==> src/rtl/snn_soc_pkg.sv <==
// Shared types and constants for the SNN core.
// Covers the integrate-and-fire stage: membrane type, FSM states and the per-plane term.
package snn_soc_pkg;

    localparam int NUM_OUTPUTS   = 10;
    localparam int ADC_BITS      = 8;
    localparam int PIXEL_BITS    = 8;
    localparam int LIF_MEM_WIDTH = 32;
    localparam int LIF_BIT_IDX_W = $clog2(PIXEL_BITS);
    localparam int LIF_IDX_W     = $clog2(NUM_OUTPUTS);

    typedef logic signed [LIF_MEM_WIDTH-1:0] lif_mem_t;

    localparam lif_mem_t LIF_MEM_MAX       = {1'b0, {(LIF_MEM_WIDTH-1){1'b1}}};
    localparam lif_mem_t LIF_MEM_MIN       = {1'b1, {(LIF_MEM_WIDTH-1){1'b0}}};
    localparam lif_mem_t THRESHOLD_DEFAULT = LIF_MEM_WIDTH'(26010);

    typedef enum logic [1:0] {IDLE, ACCUM, FIRE, OUT} lif_state_e;

    // Signed bit-plane contribution: (pos - neg) weighted by the plane's significance.
    function automatic lif_mem_t plane_term(input logic [ADC_BITS-1:0]      pos,
                                            input logic [ADC_BITS-1:0]      neg,
                                            input logic [LIF_BIT_IDX_W-1:0] bit_idx);
        logic signed [ADC_BITS:0] diff;
        lif_mem_t                 diff_ext;
        diff     = $signed({1'b0, pos}) - $signed({1'b0, neg});
        diff_ext = {{(LIF_MEM_WIDTH-ADC_BITS-1){diff[ADC_BITS]}}, diff};
        return diff_ext <<< bit_idx;
    endfunction

endpackage

==> src/rtl/snn_sat_add.sv <==
// Signed add/subtract that clamps to the membrane range instead of wrapping.
module snn_sat_add
    import snn_soc_pkg::*;
(
    input  lif_mem_t i_a,
    input  lif_mem_t i_b,
    input  logic     i_sub,
    output lif_mem_t o_sum
);

    // One guard bit holds any sum or difference of two in-range operands exactly.
    logic [LIF_MEM_WIDTH:0] w_a_ext;
    logic [LIF_MEM_WIDTH:0] w_b_ext;
    logic [LIF_MEM_WIDTH:0] w_full;

    assign w_a_ext = {i_a[LIF_MEM_WIDTH-1], i_a};
    assign w_b_ext = i_sub ? -{i_b[LIF_MEM_WIDTH-1], i_b} : {i_b[LIF_MEM_WIDTH-1], i_b};
    assign w_full  = w_a_ext + w_b_ext;

    // NOTE: every path assigns o_sum, so this always_comb cannot infer a latch.
    always_comb begin
        o_sum = w_full[LIF_MEM_WIDTH-1:0];
        if (w_full[LIF_MEM_WIDTH] != w_full[LIF_MEM_WIDTH-1]) begin
            o_sum = w_full[LIF_MEM_WIDTH] ? LIF_MEM_MIN : LIF_MEM_MAX;
        end
    end

endmodule

==> src/rtl/snn_lif_accum.sv <==
// Integrate-and-fire stage: accumulates weighted ADC differences per bit-plane
// into signed membranes and fires against a threshold after the last plane.
module snn_lif_accum
    import snn_soc_pkg::*;
(
    input  logic                                i_clk,
    input  logic                                i_rst,
    input  logic                                i_frame_start,
    input  lif_mem_t                            i_threshold,
    input  logic                                i_reset_mode,
    input  logic                                i_adc_valid,
    output logic                                o_adc_ready,
    input  logic [2*NUM_OUTPUTS*ADC_BITS-1:0]   i_adc_data,
    input  logic [LIF_BIT_IDX_W-1:0]            i_bit_idx,
    input  logic                                i_plane_last,
    output logic                                o_spike_valid,
    input  logic                                i_spike_ready,
    output logic [NUM_OUTPUTS-1:0]              o_spike_vec,
    output logic                                o_busy
);

    lif_state_e                        r_state;
    logic [LIF_IDX_W-1:0]              r_idx;
    logic [2*NUM_OUTPUTS*ADC_BITS-1:0] r_data;
    logic [LIF_BIT_IDX_W-1:0]          r_bit_idx;
    logic                              r_last;
    lif_mem_t                          r_mem [NUM_OUTPUTS];
    logic [NUM_OUTPUTS-1:0]            r_spike_vec;
    logic                              r_spike_valid;

    lif_mem_t                          w_term    [NUM_OUTPUTS];
    lif_mem_t                          w_operand [NUM_OUTPUTS];
    lif_mem_t                          w_sum     [NUM_OUTPUTS];
    logic [NUM_OUTPUTS-1:0]            w_fire;
    logic                              w_in_fire;

    assign w_in_fire = (r_state == FIRE);

    // Each neuron's adder adds its plane term in ACCUM and subtracts the threshold in FIRE.
    for (genvar k = 0; k < NUM_OUTPUTS; k++) begin : g_neuron
        assign w_term[k]    = plane_term(r_data[k*ADC_BITS +: ADC_BITS],
                                         r_data[(k+NUM_OUTPUTS)*ADC_BITS +: ADC_BITS],
                                         r_bit_idx);
        assign w_operand[k] = w_in_fire ? i_threshold : w_term[k];
        assign w_fire[k]    = (r_mem[k] >= i_threshold);

        snn_sat_add u_sat_add (
            .i_a   (r_mem[k]),
            .i_b   (w_operand[k]),
            .i_sub (w_in_fire),
            .o_sum (w_sum[k])
        );
    end

    assign o_adc_ready   = (r_state == IDLE) && !i_rst;
    assign o_busy        = (r_state != IDLE);
    assign o_spike_valid = r_spike_valid;
    assign o_spike_vec   = r_spike_vec;

    // NOTE: the membranes are a handful of registers, not a RAM, so they are cleared in reset.
    always_ff @(posedge i_clk) begin
        if (i_rst) begin
            r_state       <= IDLE;
            r_idx         <= '0;
            r_data        <= '0;
            r_bit_idx     <= '0;
            r_last        <= 1'b0;
            r_spike_vec   <= '0;
            r_spike_valid <= 1'b0;
            for (int k = 0; k < NUM_OUTPUTS; k++) r_mem[k] <= '0;
        end else begin
            unique case (r_state)
                IDLE: begin
                    if (i_frame_start) begin
                        for (int k = 0; k < NUM_OUTPUTS; k++) r_mem[k] <= '0;
                    end
                    if (i_adc_valid) begin
                        r_data    <= i_adc_data;
                        r_bit_idx <= i_bit_idx;
                        r_last    <= i_plane_last;
                        r_idx     <= '0;
                        r_state   <= ACCUM;
                    end
                end
                ACCUM: begin
                    for (int k = 0; k < NUM_OUTPUTS; k++) begin
                        if (r_idx == LIF_IDX_W'(k)) r_mem[k] <= w_sum[k];
                    end
                    if (r_idx == LIF_IDX_W'(NUM_OUTPUTS-1)) begin
                        r_state <= r_last ? FIRE : IDLE;
                    end else begin
                        r_idx <= r_idx + 1'b1;
                    end
                end
                FIRE: begin
                    for (int k = 0; k < NUM_OUTPUTS; k++) begin
                        if (w_fire[k]) r_mem[k] <= i_reset_mode ? w_sum[k] : '0;
                    end
                    r_spike_vec   <= w_fire;
                    r_spike_valid <= 1'b1;
                    r_state       <= OUT;
                end
                OUT: begin
                    if (i_spike_ready) begin
                        r_spike_valid <= 1'b0;
                        r_state       <= IDLE;
                    end
                end
                default: r_state <= IDLE;
            endcase
        end
    end

endmodule

==> config.mk <==
export PLATFORM = sky130hd
export DESIGN_NAME = snn_lif_accum
export DESIGN_NICKNAME = d
export VERILOG_FILES = /design/src/rtl/snn_soc_pkg.sv /design/src/rtl/snn_sat_add.sv /design/src/rtl/snn_lif_accum.sv
export SDC_FILE = /design/constraint.sdc
export NUM_CORES = 2
export LEC_CHECK = 0
export BUFFER_PORTS_ARGS = -buffer_cell sky130_fd_sc_hd__buf_2
export CORE_MARGIN = 5
export CORE_UTILIZATION = 25
export CTS_CLUSTER_DIAMETER = 80
export DETAILED_ROUTE_END_ITERATION = 10
export GPL_TIMING_DRIVEN = 0
export HOLD_SLACK_MARGIN = 0.12
export PLACE_DENSITY = 0.38
export SETUP_SLACK_MARGIN = 0.2
export SLEW_MARGIN = 30
export SYNTH_ARGS = -nofsm -noshare
export SYNTH_HDL_FRONTEND = slang
export SYNTH_SLANG_ARGS = --single-unit
==> constraint.sdc <==
create_clock -name i_clk -period 7 [get_ports i_clk]
set_input_delay 0.7 -clock i_clk [delete_from_list [all_inputs] [get_ports i_clk]]
set_output_delay 0.7 -clock i_clk [all_outputs]
set_load 0.01 [all_outputs]
Word level (Yosys, flattened, before mapping)
Memories as Yosys holds them, arrays and structs flattened.
Index checks and enable logic that the tools add are counted.
{ "totals": {"reg_bits": 181, "ramBits": 320, "inputBits": 202, "mem_count": 1} }
{ "memory_table": {"columns": ["memory", "depth", "word_bits", "read_ports", "rd_clocked_by_memory_dff", "wr", "line_no", "rtl"], "rows": [
  ["r_mem", 10, 32, 10, 0, 10, "snn_lif_accum.sv:27", "lif_mem_t r_mem [NUM_OUTPUTS];"]
]} }
{ "op_classes": {"add_sub_neg": 31, "order_cmp": 10, "n_eq_ne": 26, "shift": 10, "n_mux": 176, "bitwise": 30, "n_reduce_logical": 11} }
{ "ops": {"columns": ["cell", "count"], "rows": [
  ["$mux W32", 70],
  ["$add A33 B33 Y33", 10],
  ["$mux W33", 10],
  ["$neg A33 Y33", 10],
  ["$ge A32 B32 Y1", 10],
  ["$sshl A9 B3 Y32", 10],
  ["$sub A8 B8 Y9", 10],
  ["$mux W1", 87],
  ["$or A1 B1 Y1", 30],
  ["$eq A4 B3 Y1 const B", 4],
  ["$ne A1 B1 Y1", 10],
  ["$eq A4 B2 Y1 const B", 2],
  ["$eq A4 B4 Y1 const B", 2],
  ["$mux W2", 4],
  ["$mux W4", 2],
  ["$ne A2 B2 Y1 const B", 4],
  ["$pmux W2 S4", 1],
  ["$pmux W4 S2", 1],
  ["$reduce_and A3 Y1", 2],
  ["$reduce_bool A2 Y1", 3],
  ["$add A4 B1 Y4 const B", 1],
  ["$eq A2 B2 Y1 const B", 2],
  ["$eq A4 B1 Y1 const B", 1],
  ["$logic_not A4 Y1", 1],
  ["other kinds (6)", 7]
]} }

Depth between registers and ports, before layout
{ "logic_depth": {"word_depth": 10, "mapped_depth": 37, "depth_no_buf": 31} }

Hierarchy
From an unflattened synthesis, not the netlist that was laid out.
{ "unflattened": {"cells_unflattened": 7805, "area_unflattened_um2": 61712.9} }
{ "modules_own_cells": {"columns": ["module", "instances", "cells_per_inst", "area_each_um2", "seq_area_each_um2"], "rows": [
  ["snn_lif_accum", 1, 3879, 34125.2, 13232.7],
  ["snn_sat_add (g_neuron[4].u_sat_add ...)", 5, 392, 2796.4, 0.0],
  ["snn_sat_add (g_neuron[0].u_sat_add ...)", 3, 400, 2735.1, 0.0],
  ["snn_sat_add (g_neuron[7].u_sat_add)", 1, 392, 2792.7, 0.0],
  ["snn_sat_add (g_neuron[3].u_sat_add)", 1, 374, 2607.5, 0.0]
]} }

Worst setup path before layout
No wires, ideal clock.
{ "synth_timing": {"path_type": "flip-flop to flip-flop", "startpoint": "reg r_state[0]", "endpoint": "mem r_mem[0][10] (netlist name) (data pin)", "arrival_ns": 7.486, "required_ns": 6.730, "path_slack_ns": -0.756, "stages_incl_launch_ff": 38, "synth_period_minus_slack_ns": 7.756, "path_cell_list": "dfxtp_1 -> nand2b_1 -> buf_2 -> buf_4 -> buf_4 -> buf_4 -> buf_2 -> buf_2 -> clkbuf_1 -> buf_2 -> buf_1 -> clkbuf_1 -> nor2_1 -> nor2_1 -> ha_1 -> o21ai_0 -> or2_2 -> o22ai_1 -> [2 not listed] -> or2_2 -> nor3_1 -> nand2_1 -> xnor2_1 -> o21ai_0 -> ha_1 -> nand4_1 -> or3_1 -> nor2_1 -> a2111oi_0 -> o31ai_1 -> and2_1 -> o41ai_1 -> o21ai_0 -> xor2_1 -> o21ai_1 -> clkbuf_1 -> o21ai_0"} }
{ "synth_lines": {"columns": ["element", "line_no", "rtl"], "rows": [
  ["start, declared", "snn_lif_accum.sv:22", "lif_state_e r_state;"],
  ["start signal, assigned", "snn_lif_accum.sv:90", "r_state <= r_last ? FIRE : IDLE;"],
  ["end, declared", "snn_lif_accum.sv:27", null]
]} }

==> results.yml <==
global_route:
  grt_pass1_wl_mm: 447
  overflow: 0
  grt_pass1_vias: 58326
  grtUsageTotal: 0.262
  antenna_found_initial: 40
  grt_max_degree: 33
finish:
  layout_common_cells: "nand2_1, ha_1, a21oi_1, nor2_1, o21ai_0"
  synthToLayoutAreaGrowth_pct: 32.5
  fin_area_mm2: 0.0751
  final_util: 0.333
  drive_gt1_frac: 0.239
  nets: 8838
  layout_commonest_cell: "nand2_1"
timing:
  clock_skew_ns: 0.0332
  rsz0062_at_grt: "true"
  fin_crit_sh: 1.01
  timing.fmax_mhz: 142
  setup_viol: 8
  fin_crit_ns: 7.04
  slew_violations: 0
  tightest_slew_ns: 1.20
  maxSlewHeadroom: 0.189
  hold_viol_final: 0
  fin_ws_ns: -0.0436
power_and_ir_drop:
  seqPwrFrac: 0.174
  switching_share: 0.470
  p_sw_mw: 9.72
  peakVddDrop_v: 0.000188
  leakagePower_nw: 31.4
  power.density_mw_per_mm2: 275
  clock_power_share: 0.209
  p_comb_frac: 0.617
  internal-power_mw: 11.0
synth:
  synth_edf_count: 320
  synth_cell_types: 105
  synth.cell_area_mm2: 0.0567
  synth-xor-area-share: 0.0727
  syn_avg_cell_area_um2: 7.95
  synth_fa_ha_area_frac: 0.176
  synth_compound_area_frac: 0.282
  ys_seq_area_frac: 0.233
  synth_top_family_by_area: "compound AO/OA/AOI/OAI gates"
  ys.flop_type: "edfxtp_1"
  yosys.area_share.simple: 0.185
  async_reset_ff_frac: 0
  synthMuxAreaShare: 0.00744
  synth_fp_nets: 8121
  yosysWarnings: 0
  synth-seq-cells: 501
  synthCells: 7135
floorplan:
  rows: 174
  die_width_um: 486
  boundaryPins: 215
  die_area_mm2: 0.236
  start_util: 0.252
  core_area_mm2: 0.225
  die_h_um: 486
placement:
  place_area_mm2: 0.0631
  dpl.hpwl_mm: 256
  dp_slack_ns: -3.97
  port_buffers: 202
  gp_congestion: 1.03
critical_path:
  critical_path_class: "register to register"
  cp_max_fo: 10
  crit_slowest_cell: "clkbuf_1"
  end_kind: "register"
  slowest_delay_ns: 0.76
  arrival_ns: 7.53
  cp.required_ns: 7.49
  start_kind: "register"
clock_network:
  cts_root_buf: "clkbuf_16"
  cts.sinks: 501
  cts_tree: "done"
  cts_hold_buf: 0
  cts_buffers: 83
  htreeDepth: 3
  path_clk_slew_ns: 0.06
  cts_buffer_depth: 3
  clkLatencyLatePin_ns: 0.75
routing:
  routed_wl_mm: 327
  wl_per_cell_um: 29.9
  ant_nets: 0
  drcViolationCount: 0
  drtIter0Drc: 5852
  num_vias: 61601
  vias_per_cell: 5.64
  drtPass1Iterations: 6
run_status:
  status: "finished, violations left"
  failed_checks: "negative setup slack"
job:
  max_cap_violations: 0
hold_path:
  hold_class: "primary input to register"
## layout make-up
class,count,area (um2)
tap,2992,3740
buffer,321,2560
multi-input combinational,6042,46100
inverter,270,1030
clock buffer,114,2380
timing repair buffer,633,5590
antenna,16,40.0
clock inverter,36,383
fill,23883,150000
sequential,501,13300
## critical path: cells and delay by family (launching register included)
| kind | cells | cell delay (ns) |
|---|---|---|
| xor gates and xnor gates | 3 | 0.37 |
| DFF | 1 | 0.42 |
| AOI/OAI and AO/OA | 9 | 2.28 |
| and+or+nand+nor | 6 | 1.84 |
| adders and majority gates | 1 | 0.40 |
| buffers and inverters | 6 | 1.49 |
## cell families after synthesis
logic type | after synthesis
simple gates | 2226
compound gates | 2524
buf+inv | 592
mux | 37
xor+xnor | 471
fa+ha+maj | 784
flops | 501
## flip-flops by register name, indices dropped and copies added, names as in the netlist, named ones only
| name | cells |
|---|---|
| o_spike_vec | 10 |
| r_mem | 320 |
| r_data | 160 |
| r_last | 1 |
| r_bit_idx | 3 |
| r_idx | 4 |
| r_state | 1 |
| o_spike_valid | 1 |
## repair_timing
action                                  4_1_cts  5_1_grt
gates resized for setup                     829      801
endpoints found under the setup margin      320      319
pin swaps                                   190      349
setup buffers                               196      137
cloned                                       10       17
## final timing paths
kind	start	end	slack, ns	cells after the start
worst max-delay path	r_bit_idx[1]	r_mem[7][25]	-0.04	25
worst min-delay path	i_adc_data[81]	r_data[81]	0.21	3
worst max register to register	r_bit_idx[1]	r_mem[7][25]	-0.04	25
worst min register to register	o_spike_vec[6]	o_spike_vec[6]	0.44	2
## per-stage QoR
stage | TNS, ns | power [mW] | instances | hold WS (ns)
6_report | -0.0942 | 20.7 | 10925 | 0.208
5_1_grt | -5.82 | 21.7 | 10915 | 0.188
4_1_cts | 0 | 19.1 | 10755 | 0.164
3_5_place_dp | -1063.10 | 13.6 | 10400 | 0.432
3_3_place_gp | -2137.06 | 13.5 | 10329 | 0.439
2_1_floorplan | 0 | 10.2 | 7135 | 0.436
## power by group through the flow
stage / logic (mW) / registers (mW) / clock network, mW
after floorplan: 6.68 / 3.55 / 0
after global placement: 9.88 / 3.65 / 0
after detailed placement: 10.0 / 3.63 / 0
after CTS: 11.1 / 3.58 / 4.44
after global routing: 13.5 / 3.61 / 4.56
final: 12.8 / 3.59 / 4.33
## cells in the mapped netlist, drive strengths merged, types with 24 or more instances
library cell | instances | area, um2
nand2 | 773 | 2900
ha | 764 | 9560
a21oi | 685 | 3440
o21ai | 684 | 3420
nor2 | 549 | 2060
edfxtp | 320 | 9610
xnor2 | 304 | 2660
a21o | 278 | 2090
inv | 263 | 987
clkbuf | 218 | 830
dfxtp | 181 | 3620
xor2 | 167 | 1460
nand3 | 150 | 756
nor3 | 138 | 691
o21a | 137 | 1030
nand4 | 108 | 676
nand2b | 107 | 669
buf | 104 | 613
nor2b | 94 | 588
a211oi | 83 | 628
o211ai | 80 | 601
o31ai | 64 | 480
a31oi | 57 | 357
and3 | 51 | 319
and2 | 50 | 313
o21bai | 46 | 345
or3 | 44 | 275
o22ai | 40 | 250
a221oi | 36 | 340
nor4 | 34 | 246
or2 | 34 | 215
o2111ai | 27 | 236
mux2i | 26 | 260
a21boi | 25 | 188
nor3b | 24 | 180
## per-layer routing
| metal | GRT usage | wire length [um] | up-vias | share of wire |
|---|---|---|---|---|
| li1 | - | - | 27952 | - |
| met2 | 0.407 | 141000 | 2825 | 0.43 |
| met5 | 0 | 100 | - | 0.00031 |
| met1 | 0.341 | 140000 | 30009 | 0.43 |
| met3 | 0.0488 | 23700 | 801 | 0.073 |
| met4 | 0.146 | 22500 | 14 | 0.069 |
Note: power is estimated with default switching activity, not from simulation.
